File: src/rtl/hazard_scoreboard_pkg.sv
// Shared constants and helpers for the hazard scoreboard: default geometry,
// writer latency codes and forward-select encodings.
package hazard_scoreboard_pkg;

  localparam int unsigned DEPTH_DEF   = 3;
  localparam int unsigned MAX_LAT_DEF = 2;

  localparam int unsigned LAT_ALU  = 1;
  localparam int unsigned LAT_LOAD = 2;

  // Select value 0 always means "take the operand from the register file".
  localparam int unsigned FWD_SEL_RF = 0;

  function automatic int unsigned idx_w(input int unsigned n);
    return (n > 1) ? $clog2(n) : 1;
  endfunction

endpackage

File: src/rtl/hazard_scoreboard_if.sv
// ID-stage request and hazard/forward response bundle between the decode logic
// and the hazard scoreboard.
interface hazard_scoreboard_if #(
  parameter int unsigned REG_AW  = 5,
  parameter int unsigned DEPTH   = 3,
  parameter int unsigned MAX_LAT = 2,
  parameter int unsigned CNT_W   = 16
);
  import hazard_scoreboard_pkg::*;

  localparam int unsigned LatW = idx_w(MAX_LAT + 1);
  localparam int unsigned SelW = idx_w(DEPTH);

  logic              id_valid;
  logic [REG_AW-1:0] id_rs;
  logic [REG_AW-1:0] id_rt;
  logic              id_uses_rs;
  logic              id_uses_rt;
  logic [REG_AW-1:0] id_rd;
  logic              id_regwrite;
  logic [LatW-1:0]   id_lat;
  logic              flush;

  logic              pc_write;
  logic              ifid_write;
  logic              bubble;
  logic              stall;
  logic [SelW-1:0]   fwd_rs_sel;
  logic [SelW-1:0]   fwd_rt_sel;
  logic [CNT_W-1:0]  stall_count;

  modport master (
    output id_valid, id_rs, id_rt, id_uses_rs, id_uses_rt, id_rd, id_regwrite, id_lat, flush,
    input  pc_write, ifid_write, bubble, stall, fwd_rs_sel, fwd_rt_sel, stall_count
  );

  modport slave (
    input  id_valid, id_rs, id_rt, id_uses_rs, id_uses_rt, id_rd, id_regwrite, id_lat, flush,
    output pc_write, ifid_write, bubble, stall, fwd_rs_sel, fwd_rt_sel, stall_count
  );

endinterface

File: src/rtl/hazard_scoreboard_match.sv
// Finds the youngest in-flight writer of a source register within a stage
// window [Lo, Hi] and reports its stage index and result latency.
module hazard_scoreboard_match #(
  parameter int unsigned RegAw = 5,
  parameter int unsigned Depth = 3,
  parameter int unsigned LatW  = 2,
  parameter int unsigned IdxW  = 2,
  parameter int unsigned Lo    = 0,
  parameter int unsigned Hi    = 1
) (
  input  logic [RegAw-1:0]            src_i,
  input  logic                        src_used_i,
  input  logic [Depth-1:0]            writer_i,
  input  logic [Depth-1:0][RegAw-1:0] rd_i,
  input  logic [Depth-1:0][LatW-1:0]  lat_i,
  output logic                        hit_o,
  output logic [IdxW-1:0]             idx_o,
  output logic [LatW-1:0]             lat_o
);

  // Walk from oldest to youngest so the youngest match is the last one kept.
  always_comb begin
    hit_o = 1'b0;
    idx_o = '0;
    lat_o = '0;
    if (src_used_i && (src_i != '0)) begin
      for (int k = int'(Hi); k >= int'(Lo); k--) begin
        if (writer_i[k] && (rd_i[k] == src_i)) begin
          hit_o = 1'b1;
          idx_o = IdxW'(unsigned'(k));
          lat_o = lat_i[k];
        end
      end
    end
  end

endmodule

File: src/rtl/hazard_scoreboard.sv
// Latency-aware register hazard scoreboard: tracks in-flight writers from EX to
// WB, stalls ID on unresolved dependences and selects EX operand bypasses.
module hazard_scoreboard
  import hazard_scoreboard_pkg::*;
#(
  parameter int unsigned REG_AW  = 5,
  parameter int unsigned DEPTH   = DEPTH_DEF,
  parameter int unsigned MAX_LAT = MAX_LAT_DEF,
  parameter int unsigned FWD_EN  = 1,
  parameter int unsigned CNT_W   = 16
) (
  input  logic               clock,
  input  logic               reset,
  hazard_scoreboard_if.slave bus
);

  localparam int unsigned LatW = idx_w(MAX_LAT + 1);
  localparam int unsigned SelW = idx_w(DEPTH);
  localparam logic [LatW-1:0] MaxLat = LatW'(MAX_LAT);

  logic [DEPTH-1:0]             vld_q, vld_d;
  logic [DEPTH-1:0]             we_q, we_d;
  logic [DEPTH-1:0][REG_AW-1:0] rd_q, rd_d;
  logic [DEPTH-1:0][LatW-1:0]   lat_q, lat_d;
  logic [REG_AW-1:0]            ex_rs_q, ex_rs_d, ex_rt_q, ex_rt_d;
  logic                         ex_rs_use_q, ex_rs_use_d, ex_rt_use_q, ex_rt_use_d;
  logic [CNT_W-1:0]             cnt_q, cnt_d;

  logic [DEPTH-1:0] writer;
  logic             lat_ok;
  logic [LatW-1:0]  lat_eff;
  logic             rs_haz, rt_haz, stall, issue;

  logic            id_rs_hit, id_rt_hit, ex_rs_hit, ex_rt_hit;
  logic [SelW-1:0] id_rs_idx, id_rt_idx, ex_rs_idx, ex_rt_idx;
  logic [LatW-1:0] id_rs_lat, id_rt_lat, ex_rs_lat, ex_rt_lat;

  // r0 is hard-wired, so an entry writing it is never a producer.
  always_comb begin
    for (int k = 0; k < int'(DEPTH); k++) begin
      writer[k] = vld_q[k] & we_q[k] & (rd_q[k] != '0);
    end
  end

  hazard_scoreboard_match #(
    .RegAw (REG_AW), .Depth (DEPTH), .LatW (LatW), .IdxW (SelW), .Lo (0), .Hi (DEPTH - 2)
  ) u_id_rs (
    .src_i      (bus.id_rs),
    .src_used_i (bus.id_uses_rs),
    .writer_i   (writer),
    .rd_i       (rd_q),
    .lat_i      (lat_q),
    .hit_o      (id_rs_hit),
    .idx_o      (id_rs_idx),
    .lat_o      (id_rs_lat)
  );

  hazard_scoreboard_match #(
    .RegAw (REG_AW), .Depth (DEPTH), .LatW (LatW), .IdxW (SelW), .Lo (0), .Hi (DEPTH - 2)
  ) u_id_rt (
    .src_i      (bus.id_rt),
    .src_used_i (bus.id_uses_rt),
    .writer_i   (writer),
    .rd_i       (rd_q),
    .lat_i      (lat_q),
    .hit_o      (id_rt_hit),
    .idx_o      (id_rt_idx),
    .lat_o      (id_rt_lat)
  );

  hazard_scoreboard_match #(
    .RegAw (REG_AW), .Depth (DEPTH), .LatW (LatW), .IdxW (SelW), .Lo (1), .Hi (DEPTH - 1)
  ) u_ex_rs (
    .src_i      (ex_rs_q),
    .src_used_i (ex_rs_use_q),
    .writer_i   (writer),
    .rd_i       (rd_q),
    .lat_i      (lat_q),
    .hit_o      (ex_rs_hit),
    .idx_o      (ex_rs_idx),
    .lat_o      (ex_rs_lat)
  );

  hazard_scoreboard_match #(
    .RegAw (REG_AW), .Depth (DEPTH), .LatW (LatW), .IdxW (SelW), .Lo (1), .Hi (DEPTH - 1)
  ) u_ex_rt (
    .src_i      (ex_rt_q),
    .src_used_i (ex_rt_use_q),
    .writer_i   (writer),
    .rd_i       (rd_q),
    .lat_i      (lat_q),
    .hit_o      (ex_rt_hit),
    .idx_o      (ex_rt_idx),
    .lat_o      (ex_rt_lat)
  );

  // A writer at pipe[j] can be bypassed one cycle later from pipe[j+1]; without
  // a bypass network only the register file (written during WB) is usable.
  always_comb begin
    if (FWD_EN != 0) begin
      rs_haz = id_rs_hit && ((int'(id_rs_idx) + 1) < int'(id_rs_lat));
      rt_haz = id_rt_hit && ((int'(id_rt_idx) + 1) < int'(id_rt_lat));
    end else begin
      rs_haz = id_rs_hit;
      rt_haz = id_rt_hit;
    end
    stall = bus.id_valid & ~bus.flush & (rs_haz | rt_haz);
    issue = bus.id_valid & ~stall & ~bus.flush;
  end

  always_comb begin
    bus.stall       = stall;
    bus.bubble      = stall | bus.flush;
    bus.pc_write    = ~stall;
    bus.ifid_write  = ~stall;
    bus.fwd_rs_sel  = (FWD_EN != 0) ? ex_rs_idx : SelW'(FWD_SEL_RF);
    bus.fwd_rt_sel  = (FWD_EN != 0) ? ex_rt_idx : SelW'(FWD_SEL_RF);
    bus.stall_count = cnt_q;
  end

  assign lat_ok  = (bus.id_lat != '0) && (bus.id_lat <= MaxLat);
  assign lat_eff = lat_ok ? bus.id_lat : MaxLat;

  always_comb begin
    vld_d       = {vld_q[DEPTH-2:0], issue};
    we_d        = {we_q[DEPTH-2:0], bus.id_regwrite};
    rd_d        = {rd_q[DEPTH-2:0], bus.id_rd};
    lat_d       = {lat_q[DEPTH-2:0], lat_eff};
    ex_rs_d     = issue ? bus.id_rs : ex_rs_q;
    ex_rt_d     = issue ? bus.id_rt : ex_rt_q;
    ex_rs_use_d = issue & bus.id_uses_rs;
    ex_rt_use_d = issue & bus.id_uses_rt;
    cnt_d       = (stall && (cnt_q != '1)) ? cnt_q + CNT_W'(1) : cnt_q;
  end

  always_ff @(posedge clock) begin
    if (reset) begin
      vld_q       <= '0;
      we_q        <= '0;
      rd_q        <= '0;
      lat_q       <= '0;
      ex_rs_q     <= '0;
      ex_rt_q     <= '0;
      ex_rs_use_q <= 1'b0;
      ex_rt_use_q <= 1'b0;
      cnt_q       <= '0;
    end else begin
      vld_q       <= vld_d;
      we_q        <= we_d;
      rd_q        <= rd_d;
      lat_q       <= lat_d;
      ex_rs_q     <= ex_rs_d;
      ex_rt_q     <= ex_rt_d;
      ex_rs_use_q <= ex_rs_use_d;
      ex_rt_use_q <= ex_rt_use_d;
      cnt_q       <= cnt_d;
    end
  end

  // Bypassing from a stage whose result is not ready yet means a missed stall.
  always_ff @(posedge clock) begin
    if (!reset) begin
      if (issue && bus.id_regwrite) assert (lat_ok);
      if (ex_rs_hit) assert (ex_rs_idx >= SelW'(ex_rs_lat));
      if (ex_rt_hit) assert (ex_rt_idx >= SelW'(ex_rt_lat));
    end
  end

endmodule

File: src/flat_wrapper.sv
// flat-port wrapper written by rule: the top's interface ports become plain ports
module hazard_scoreboard_flat import hazard_scoreboard_pkg::*;
#(
  parameter int unsigned REG_AW  = 5,
  parameter int unsigned DEPTH   = DEPTH_DEF,
  parameter int unsigned MAX_LAT = MAX_LAT_DEF,
  parameter int unsigned FWD_EN  = 1,
  parameter int unsigned CNT_W   = 16
)
  (clock, reset, bus_id_valid, bus_id_rs, bus_id_rt, bus_id_uses_rs, bus_id_uses_rt, bus_id_rd, bus_id_regwrite, bus_id_lat, bus_flush, bus_pc_write, bus_ifid_write, bus_bubble, bus_stall, bus_fwd_rs_sel, bus_fwd_rt_sel, bus_stall_count);
  hazard_scoreboard_if #(.REG_AW(REG_AW), .DEPTH(DEPTH), .MAX_LAT(MAX_LAT), .CNT_W(CNT_W)) bus_i ();
  input  logic clock;
  input  logic reset;
  input wire logic [$bits(bus_i.id_valid)-1:0] bus_id_valid;
  input wire logic [$bits(bus_i.id_rs)-1:0] bus_id_rs;
  input wire logic [$bits(bus_i.id_rt)-1:0] bus_id_rt;
  input wire logic [$bits(bus_i.id_uses_rs)-1:0] bus_id_uses_rs;
  input wire logic [$bits(bus_i.id_uses_rt)-1:0] bus_id_uses_rt;
  input wire logic [$bits(bus_i.id_rd)-1:0] bus_id_rd;
  input wire logic [$bits(bus_i.id_regwrite)-1:0] bus_id_regwrite;
  input wire logic [$bits(bus_i.id_lat)-1:0] bus_id_lat;
  input wire logic [$bits(bus_i.flush)-1:0] bus_flush;
  output wire logic [$bits(bus_i.pc_write)-1:0] bus_pc_write;
  output wire logic [$bits(bus_i.ifid_write)-1:0] bus_ifid_write;
  output wire logic [$bits(bus_i.bubble)-1:0] bus_bubble;
  output wire logic [$bits(bus_i.stall)-1:0] bus_stall;
  output wire logic [$bits(bus_i.fwd_rs_sel)-1:0] bus_fwd_rs_sel;
  output wire logic [$bits(bus_i.fwd_rt_sel)-1:0] bus_fwd_rt_sel;
  output wire logic [$bits(bus_i.stall_count)-1:0] bus_stall_count;
  assign bus_i.id_valid = bus_id_valid;
  assign bus_i.id_rs = bus_id_rs;
  assign bus_i.id_rt = bus_id_rt;
  assign bus_i.id_uses_rs = bus_id_uses_rs;
  assign bus_i.id_uses_rt = bus_id_uses_rt;
  assign bus_i.id_rd = bus_id_rd;
  assign bus_i.id_regwrite = bus_id_regwrite;
  assign bus_i.id_lat = bus_id_lat;
  assign bus_i.flush = bus_flush;
  assign bus_pc_write = bus_i.pc_write;
  assign bus_ifid_write = bus_i.ifid_write;
  assign bus_bubble = bus_i.bubble;
  assign bus_stall = bus_i.stall;
  assign bus_fwd_rs_sel = bus_i.fwd_rs_sel;
  assign bus_fwd_rt_sel = bus_i.fwd_rt_sel;
  assign bus_stall_count = bus_i.stall_count;
  hazard_scoreboard #(.REG_AW(REG_AW), .DEPTH(DEPTH), .MAX_LAT(MAX_LAT), .FWD_EN(FWD_EN), .CNT_W(CNT_W)) u_core (.clock(clock), .reset(reset), .bus(bus_i));
endmodule
File: config.mk
export PLATFORM = sky130hd
export DESIGN_NAME = hazard_scoreboard_flat
export DESIGN_NICKNAME = d
export VERILOG_FILES = /design/src/rtl/hazard_scoreboard_pkg.sv /design/src/rtl/hazard_scoreboard_if.sv /design/src/rtl/hazard_scoreboard_match.sv /design/src/rtl/hazard_scoreboard.sv /design/src/flat_wrapper.sv
export SDC_FILE = /design/constraint.sdc
export NUM_CORES = 1
export LEC_CHECK = 0
export ABC_CLOCK_PERIOD_IN_PS = 6300
export CAP_MARGIN = 40
export CORE_ASPECT_RATIO = 0.5
export CORE_MARGIN = 3
export CORE_UTILIZATION = 50
export DETAILED_ROUTE_END_ITERATION = 8
export PLACE_DENSITY = 0.84
export SETUP_SLACK_MARGIN = 0.4
export SLEW_MARGIN = 20
export SYNTH_ARGS = -nofsm -noshare
export SYNTH_HDL_FRONTEND = slang
export SYNTH_SLANG_ARGS = --single-unit
export TNS_END_PERCENT = 100
File: constraint.sdc
create_clock -name clock -period 6.3 [get_ports clock]
set_input_delay 0.63 -clock clock [delete_from_list [all_inputs] [get_ports clock]]
set_output_delay 0.63 -clock clock [all_outputs]
set_load 0.02 [all_outputs]
; Word-level counts from Yosys, hierarchy flattened
; Index checks and enable logic that the tools add are counted.
[classes]
n_addsub = 3
n_lt_le_gt_ge = 3
eq_ne = 9
mux = 25
bitwise = 17
reduce_logical = 25
[op_table]
columns = op, count
row1 = 32-bit by 3-bit less-than comparator with 1-bit output, 2
row2 = 5-bit equality test, 8
row3 = 5-bit nonzero test, 7
row4 = 2-bit 2-to-1 mux, 17
row5 = 16-bit by 1-bit adder with 16-bit output (second input constant), 1
row6 = 1-bit logical AND, 16
row7 = 16-bit inequality test (second input constant), 1
row8 = 1-bit AND, 12
row9 = 1-bit 2-to-1 mux, 8
row10 = 2-bit by 1-bit adder with 3-bit output (second input constant), 2
row11 = 1-bit inverter, 3
row12 = 2-bit less-or-equal comparator (second input constant), 1
row13 = 1-bit bitwise OR, 2
row14 = 2-bit nonzero test, 1
row15 = 2-bit OR reduction, 1
[word_totals]
register_bits = 53
in_bits = 24
out_inout_bits = 24
word_cells = 95

; Longest topological paths before layout
[depth]
word_depth = 15
ltp_mapped = 15
ltp_nobuf = 12

; By module
; From an unflattened synthesis, not the netlist that was laid out.
[unflattened]
hier_cells = 335
area_unflattened_um2 = 3022.9
[by_module_without_submodules]
columns = module, n_inst, cells_each, area_per_inst_um2, seq_area_each_um2
row1 = hazard_scoreboard, 1, 223, 2209.6, 1101.1
row2 = hazard_scoreboard_match (u_core.u_id_rs ...), 2, 28, 206.4, 0.0
row3 = hazard_scoreboard_match (u_core.u_ex_rs ...), 2, 28, 200.2, 0.0

; Least setup slack after synthesis
; No wires, ideal clock.
[synth_path]
kind = input to output
startpoint = input bus_id_rt[4]
endpoint = output bus_bubble
arrival_time_ns = 2.713
setup_slack_ns = 2.957
cell_stages = 12
path_buffers = 1
cell_sequence = xor2_1 nor3_1 nand4_2 nor2_1 mux2i_1 or2_2 ha_1 or2_0 a221oi_2 o21ai_2 buf_4 nand2b_1
[synth_via]
elab_chain_cells = 11
[synth_lines]
columns = element, line_no
row1 = start: declaration, flat_wrapper.sv:16  ; input wire logic [$bits(bus_i.id_rt)-1:0] bus_id_rt;
row2 = 5-bit equality test, hazard_scoreboard_match.sv:28  ; if (writer_i[k] && (rd_i[k] == src_i)) begin
row3 = 1-bit logical AND, hazard_scoreboard_match.sv:28
row4 = 1-bit 2-to-1 mux, hazard_scoreboard_match.sv:28
row5 = 2-bit 2-to-1 mux, hazard_scoreboard_match.sv:28
row6 = 2-bit 2-to-1 mux, hazard_scoreboard_match.sv:26  ; if (src_used_i && (src_i != '0)) begin
row7 = 2-bit by 1-bit adder with 3-bit output, hazard_scoreboard.sv:102  ; rt_haz = id_rt_hit && ((int'(id_rt_idx) + 1) < int'(id_rt_lat));
row8 = 32-bit by 3-bit less-than comparator with 1-bit output, hazard_scoreboard.sv:102
row9 = 1-bit logical AND (*), hazard_scoreboard.sv:102
row10 = 1-bit bitwise OR (*), hazard_scoreboard.sv:107  ; stall = bus.id_valid & ~bus.flush & (rs_haz | rt_haz);
row11 = 1-bit AND (*), hazard_scoreboard.sv:107
row12 = 1-bit bitwise OR (*), hazard_scoreboard.sv:113  ; bus.bubble = stall | bus.flush;
row13 = end: declaration, flat_wrapper.sv:25  ; output wire logic [$bits(bus_i.bubble)-1:0] bus_bubble;
; Mark *: on every way between the ends. The rest lies on a longest branch, timed or not.

; Worst setup path after layout
[layout_path]
startpoint = input bus_id_rs[4]
endpoint = output bus_bubble
[layout_via]
elab_chain_cells = 11
[layout_lines]
columns = element, line_no
row1 = start: declaration, flat_wrapper.sv:15  ; input wire logic [$bits(bus_i.id_rs)-1:0] bus_id_rs;
row2 = 5-bit equality test, hazard_scoreboard_match.sv:28
row3 = 1-bit logical AND, hazard_scoreboard_match.sv:28
row4 = 1-bit 2-to-1 mux, hazard_scoreboard_match.sv:28
row5 = 2-bit 2-to-1 mux, hazard_scoreboard_match.sv:28
row6 = 2-bit 2-to-1 mux, hazard_scoreboard_match.sv:26
row7 = 2-bit by 1-bit adder with 3-bit output, hazard_scoreboard.sv:101  ; rs_haz = id_rs_hit && ((int'(id_rs_idx) + 1) < int'(id_rs_lat));
row8 = 32-bit by 3-bit less-than comparator with 1-bit output, hazard_scoreboard.sv:101
row9 = 1-bit logical AND (*), hazard_scoreboard.sv:101
row10 = 1-bit bitwise OR (*), hazard_scoreboard.sv:107
row11 = 1-bit AND (*), hazard_scoreboard.sv:107
row12 = 1-bit bitwise OR (*), hazard_scoreboard.sv:113
; Marks and branches as above.

==> run_results.csv <==
group,metric,value,unit
outcome,outcome,"completed",
layout,multi_input_area,0.00150,mm²
synth,ys_seq_area_frac,0.395,
clock_network,root_buffer,"clkbuf_8",
synth,async_reset_ff_frac,0,
floorplanning,row_count,18,
detailed_routing,routedWlPerCell,14.8,µm
detailed_routing,firstDrtPassIters,4,
layout,fin_area,0.00329,mm²
worst_setup_path,r2r_start,"u_core.rd_d[11]$_SDFF_PP0_",
sta,period_share,0.725,
power_and_ir_drop,peakVddDrop,0.110,mV
worst_setup_path,crit_end,"bus_bubble",
clock_network,cts.sinks,53,
sta,final_hold_viol_count,0,
sta,maxSlewHeadroom,0.592,
clock_network,clkLatencyLatePin,0.30,ns
clock_network,hold_buffers,0,
layout,syn_to_final_growth,22.5,%
power_and_ir_drop,leakage,0.00122,µW
sta,fin_setup_tns,0,ns
synth,ys_ff_latch,53,
power_and_ir_drop,swShare,0.231,
synth,syn-mean-instance-area,9.08,µm²
floorplanning,die_x,110,µm
floorplanning,initial_utilization,0.533,
global_routing,grt_max_degree,52,
layout,antenna_cells,0,
worst_setup_path,worstSetupStartpointType,"primary input",
detailed_routing,drtAntennaViolNets,0,
global_routing,gr-total-overflow,0,
layout,drive_above_1_share,0.0621,
worst_setup_path,ff2ff_setup_slack,2.84,ns
synth,synth_edf_count,0,
global_routing,grt_pass1_vias,2221,
worst_setup_path,path_max_fanout,14,
floorplanning,die_h,57.8,µm
global_routing,track_usage,0.207,
clock_network,cts_inserted_buffers,5,
placement,portBuffers,47,
placement,dpl.cell_count,400,
power_and_ir_drop,p_switching,154,µW
synth,synth_cell_types,43,
worst_setup_path,critPathKind,"in -> out",
floorplanning,die_area,0.00634,mm²
synth,synth_area_leaders,"dfxtp_1 (39%), xor2_1 (7.8%), xnor2_1 (5.5%)",
detailed_routing,vias,2197,
power_and_ir_drop,p_int,512,µW
power_and_ir_drop,combinationalPowerShare,0.104,
worst_setup_path,worst_ep_arrival_time,3.94,ns
run,max_cap_violations,0,
sta,finalMaxSlewViolations,0,
placement,hpwl,4.50,mm
detailed_routing,drc_errors,0,
synth,synth_ff_type,"dfxtp_1",
clock_network,cts_resized,0,
global_routing,grt_antenna_before_repair,0,
clock_network,cts_setup_buffers,0,
clock_network,h-tree-depth,2,
synth,syn_inst,296,
placement,gp_congestion,0.793,
layout,fin_cells,408,
sta,setup_violations,0,
sta,tightest_slew,0.607,ns
worst_setup_path,crit_required,5.67,ns
layout,regArea,0.00106,mm²
worst_setup_path,r2r_end,"u_core.bus.stall_count[5]$_SDFFE_PP0P_",
synth,ys_warn_count,0,
placement,placed_area,0.00318,mm²
synth,synthTopCellsByCount,"dfxtp_1 (53), xor2_1 (24), nor2b_1 (22)",
synth,synth_area,0.00269,mm²
sta,clock_skew,0.00449,ns
power_and_ir_drop,pwr-share-seq,0.537,
sta,fin_hold_ws,0.452,ns
clock_network,cts_buffer_depth,2,
synth,netlist.area_leader.share,0.395,
synth,yosysTopAreaCell,"dfxtp_1",
synth,syn_nets,324,
detailed_routing,drt_iter0_markers,92,
synth,yosysMostFrequentCell,"dfxtp_1",
detailed_routing,via_per_inst,5.38,
clock_network,clk_pin_slew_worst_paths,0.09,ns
sta,max_freq,219,MHz
worst_setup_path,worstSetupEndpointType,"primary output",
floorplanning,coreArea,0.00504,mm²
clock_network,cts_tree,"done",
sta,rsz0062_at_grt,"false",
power_and_ir_drop,power_density,202,mW/mm²
power_and_ir_drop,clock_power_share,0.360,
layout,utilization,0.653,
hold_path,holdCritPathClass,"reg -> reg",
detailed_routing,wirelength,6.06,mm
sta,min_period,4.57,ns
worst_setup_path,critPathLaunch,"bus_id_rs[4]",
layout,n_fill_cell,411,
floorplanning,io_pins,48,
layout,layout.nets,365,
worst_setup_path,worst-r2r-cell-count,13,
global_routing,grt_pass1_wl,10.4,mm
per-layer routing:
layer	GRT usage	wire (µm)	vias to the layer above
li1	-	-	1117
met1	0.252	2610	1019
met2	0.375	3110	50
met3	0.0389	237	11
met4	0.0657	103	0
met5	0	0	-
final cells by class:
cell class	instances	area share
multi-input combinational	218	0.456
tap	70	0.0266
clock inverter	1	0.00912
clock buffer	7	0.0262
sequential	53	0.322
inverter	9	0.0103
timing repair buffer	50	0.150
sequential cells by signal, indices dropped and copies added (netlist names):
register                cells
u_core.bus.stall_count     16
u_core.rd_d                10
u_core.ex_rs_q              5
u_core.ex_rt_q              5
u_core.rd_q                 5
u_core.lat_d                4
u_core.vld_q                3
u_core.we_q                 3
u_core.ex_rs_use_q          1
u_core.ex_rt_use_q          1
cells by family (layout without fill, tap and decap cells):
family                     after synthesis  count (layout)  synth area share
and+or+nand+nor                        118             118             0.254
muxes                                   13              13            0.0484
adders and majority gates                4               4            0.0186
xor gates and xnor gates                41              41             0.134
buffers and inverters                   25              67            0.0466
AOI/OAI and AO/OA                       42              42             0.104
DFF                                     53              53             0.395
how the worst min path moves through the flow:
stage	from	end	slack (ns)	cells after the start
5_1_grt	u_core.we_q[1]$_SDFF_PP0_	u_core.we_q[2]$_SDFF_PP0_	0.48	1
6_report	u_core.lat_d[2]$_SDFF_PP0_	u_core.lat_d[4]$_SDFF_PP0_	0.45	1
4_1_cts	u_core.lat_d[2]$_SDFF_PP0_	u_core.lat_d[4]$_SDFF_PP0_	0.46	1
3_5_place_dp	u_core.lat_d[2]$_SDFF_PP0_	u_core.lat_d[4]$_SDFF_PP0_	0.43	1
3_3_place_gp	u_core.lat_d[2]$_SDFF_PP0_	u_core.lat_d[4]$_SDFF_PP0_	0.42	1
2_1_floorplan	u_core.lat_d[2]$_SDFF_PP0_	u_core.lat_d[4]$_SDFF_PP0_	0.41	1
placed cells by master, fill, tap and decap left out, types with 2 or more instances in the layout:
master           count
a21oi_1             12
or4_1                8
clkbuf_8             6
ha_1                 4
inv_1                8
dfxtp_1             53
nor3_1              11
nor3b_1              3
o21ai_0              5
or3_1               10
nor2b_1             22
nor4_1               5
or2_2                2
nand4_2              2
xnor2_1             17
a221oi_2             2
nand2_1              6
or2_1                2
o31ai_1              3
a41o_1               2
and2_1               2
o21a_1               2
nand4_1              8
and3_1               3
o21ai_1              9
buf_4                3
clkdlybuf4s50_1     47
xor2_1              24
nor2_1              20
mux2i_1             13
nand2b_1             4
nand3_1              8
power groups by stage:
stage	logic (µW)	clock network, µW	registers [µW]
5_1_grt	76.1	254	358
2_1_floorplan	46.1	0	359
6_report	69.1	239	357
3_5_place_dp	68.1	0	365
4_1_cts	69.2	243	357
3_3_place_gp	65.5	0	364
worst max-delay path: stages:
cell,delay [ns]
clkdlybuf4s50_1,0.51
xor2_1,0.21
nor3_1,0.31
nand4_1,0.23
mux2i_1,0.16
or2_1,0.21
ha_1,0.18
or2_1,0.23
a221oi_2,0.31
o21ai_2,0.23
nand2b_1,0.12
clkdlybuf4s50_1,0.60
stage by stage:
| stage | power, µW | setup WS, ns |
|---|---|---|
| floorplan | 405 | 2.96 |
| global placement | 430 | 1.86 |
| detailed placement | 433 | 1.77 |
| CTS | 669 | 1.73 |
| global route | 688 | 1.47 |
| finish | 665 | 1.73 |
(Power assumes the default switching activity.)
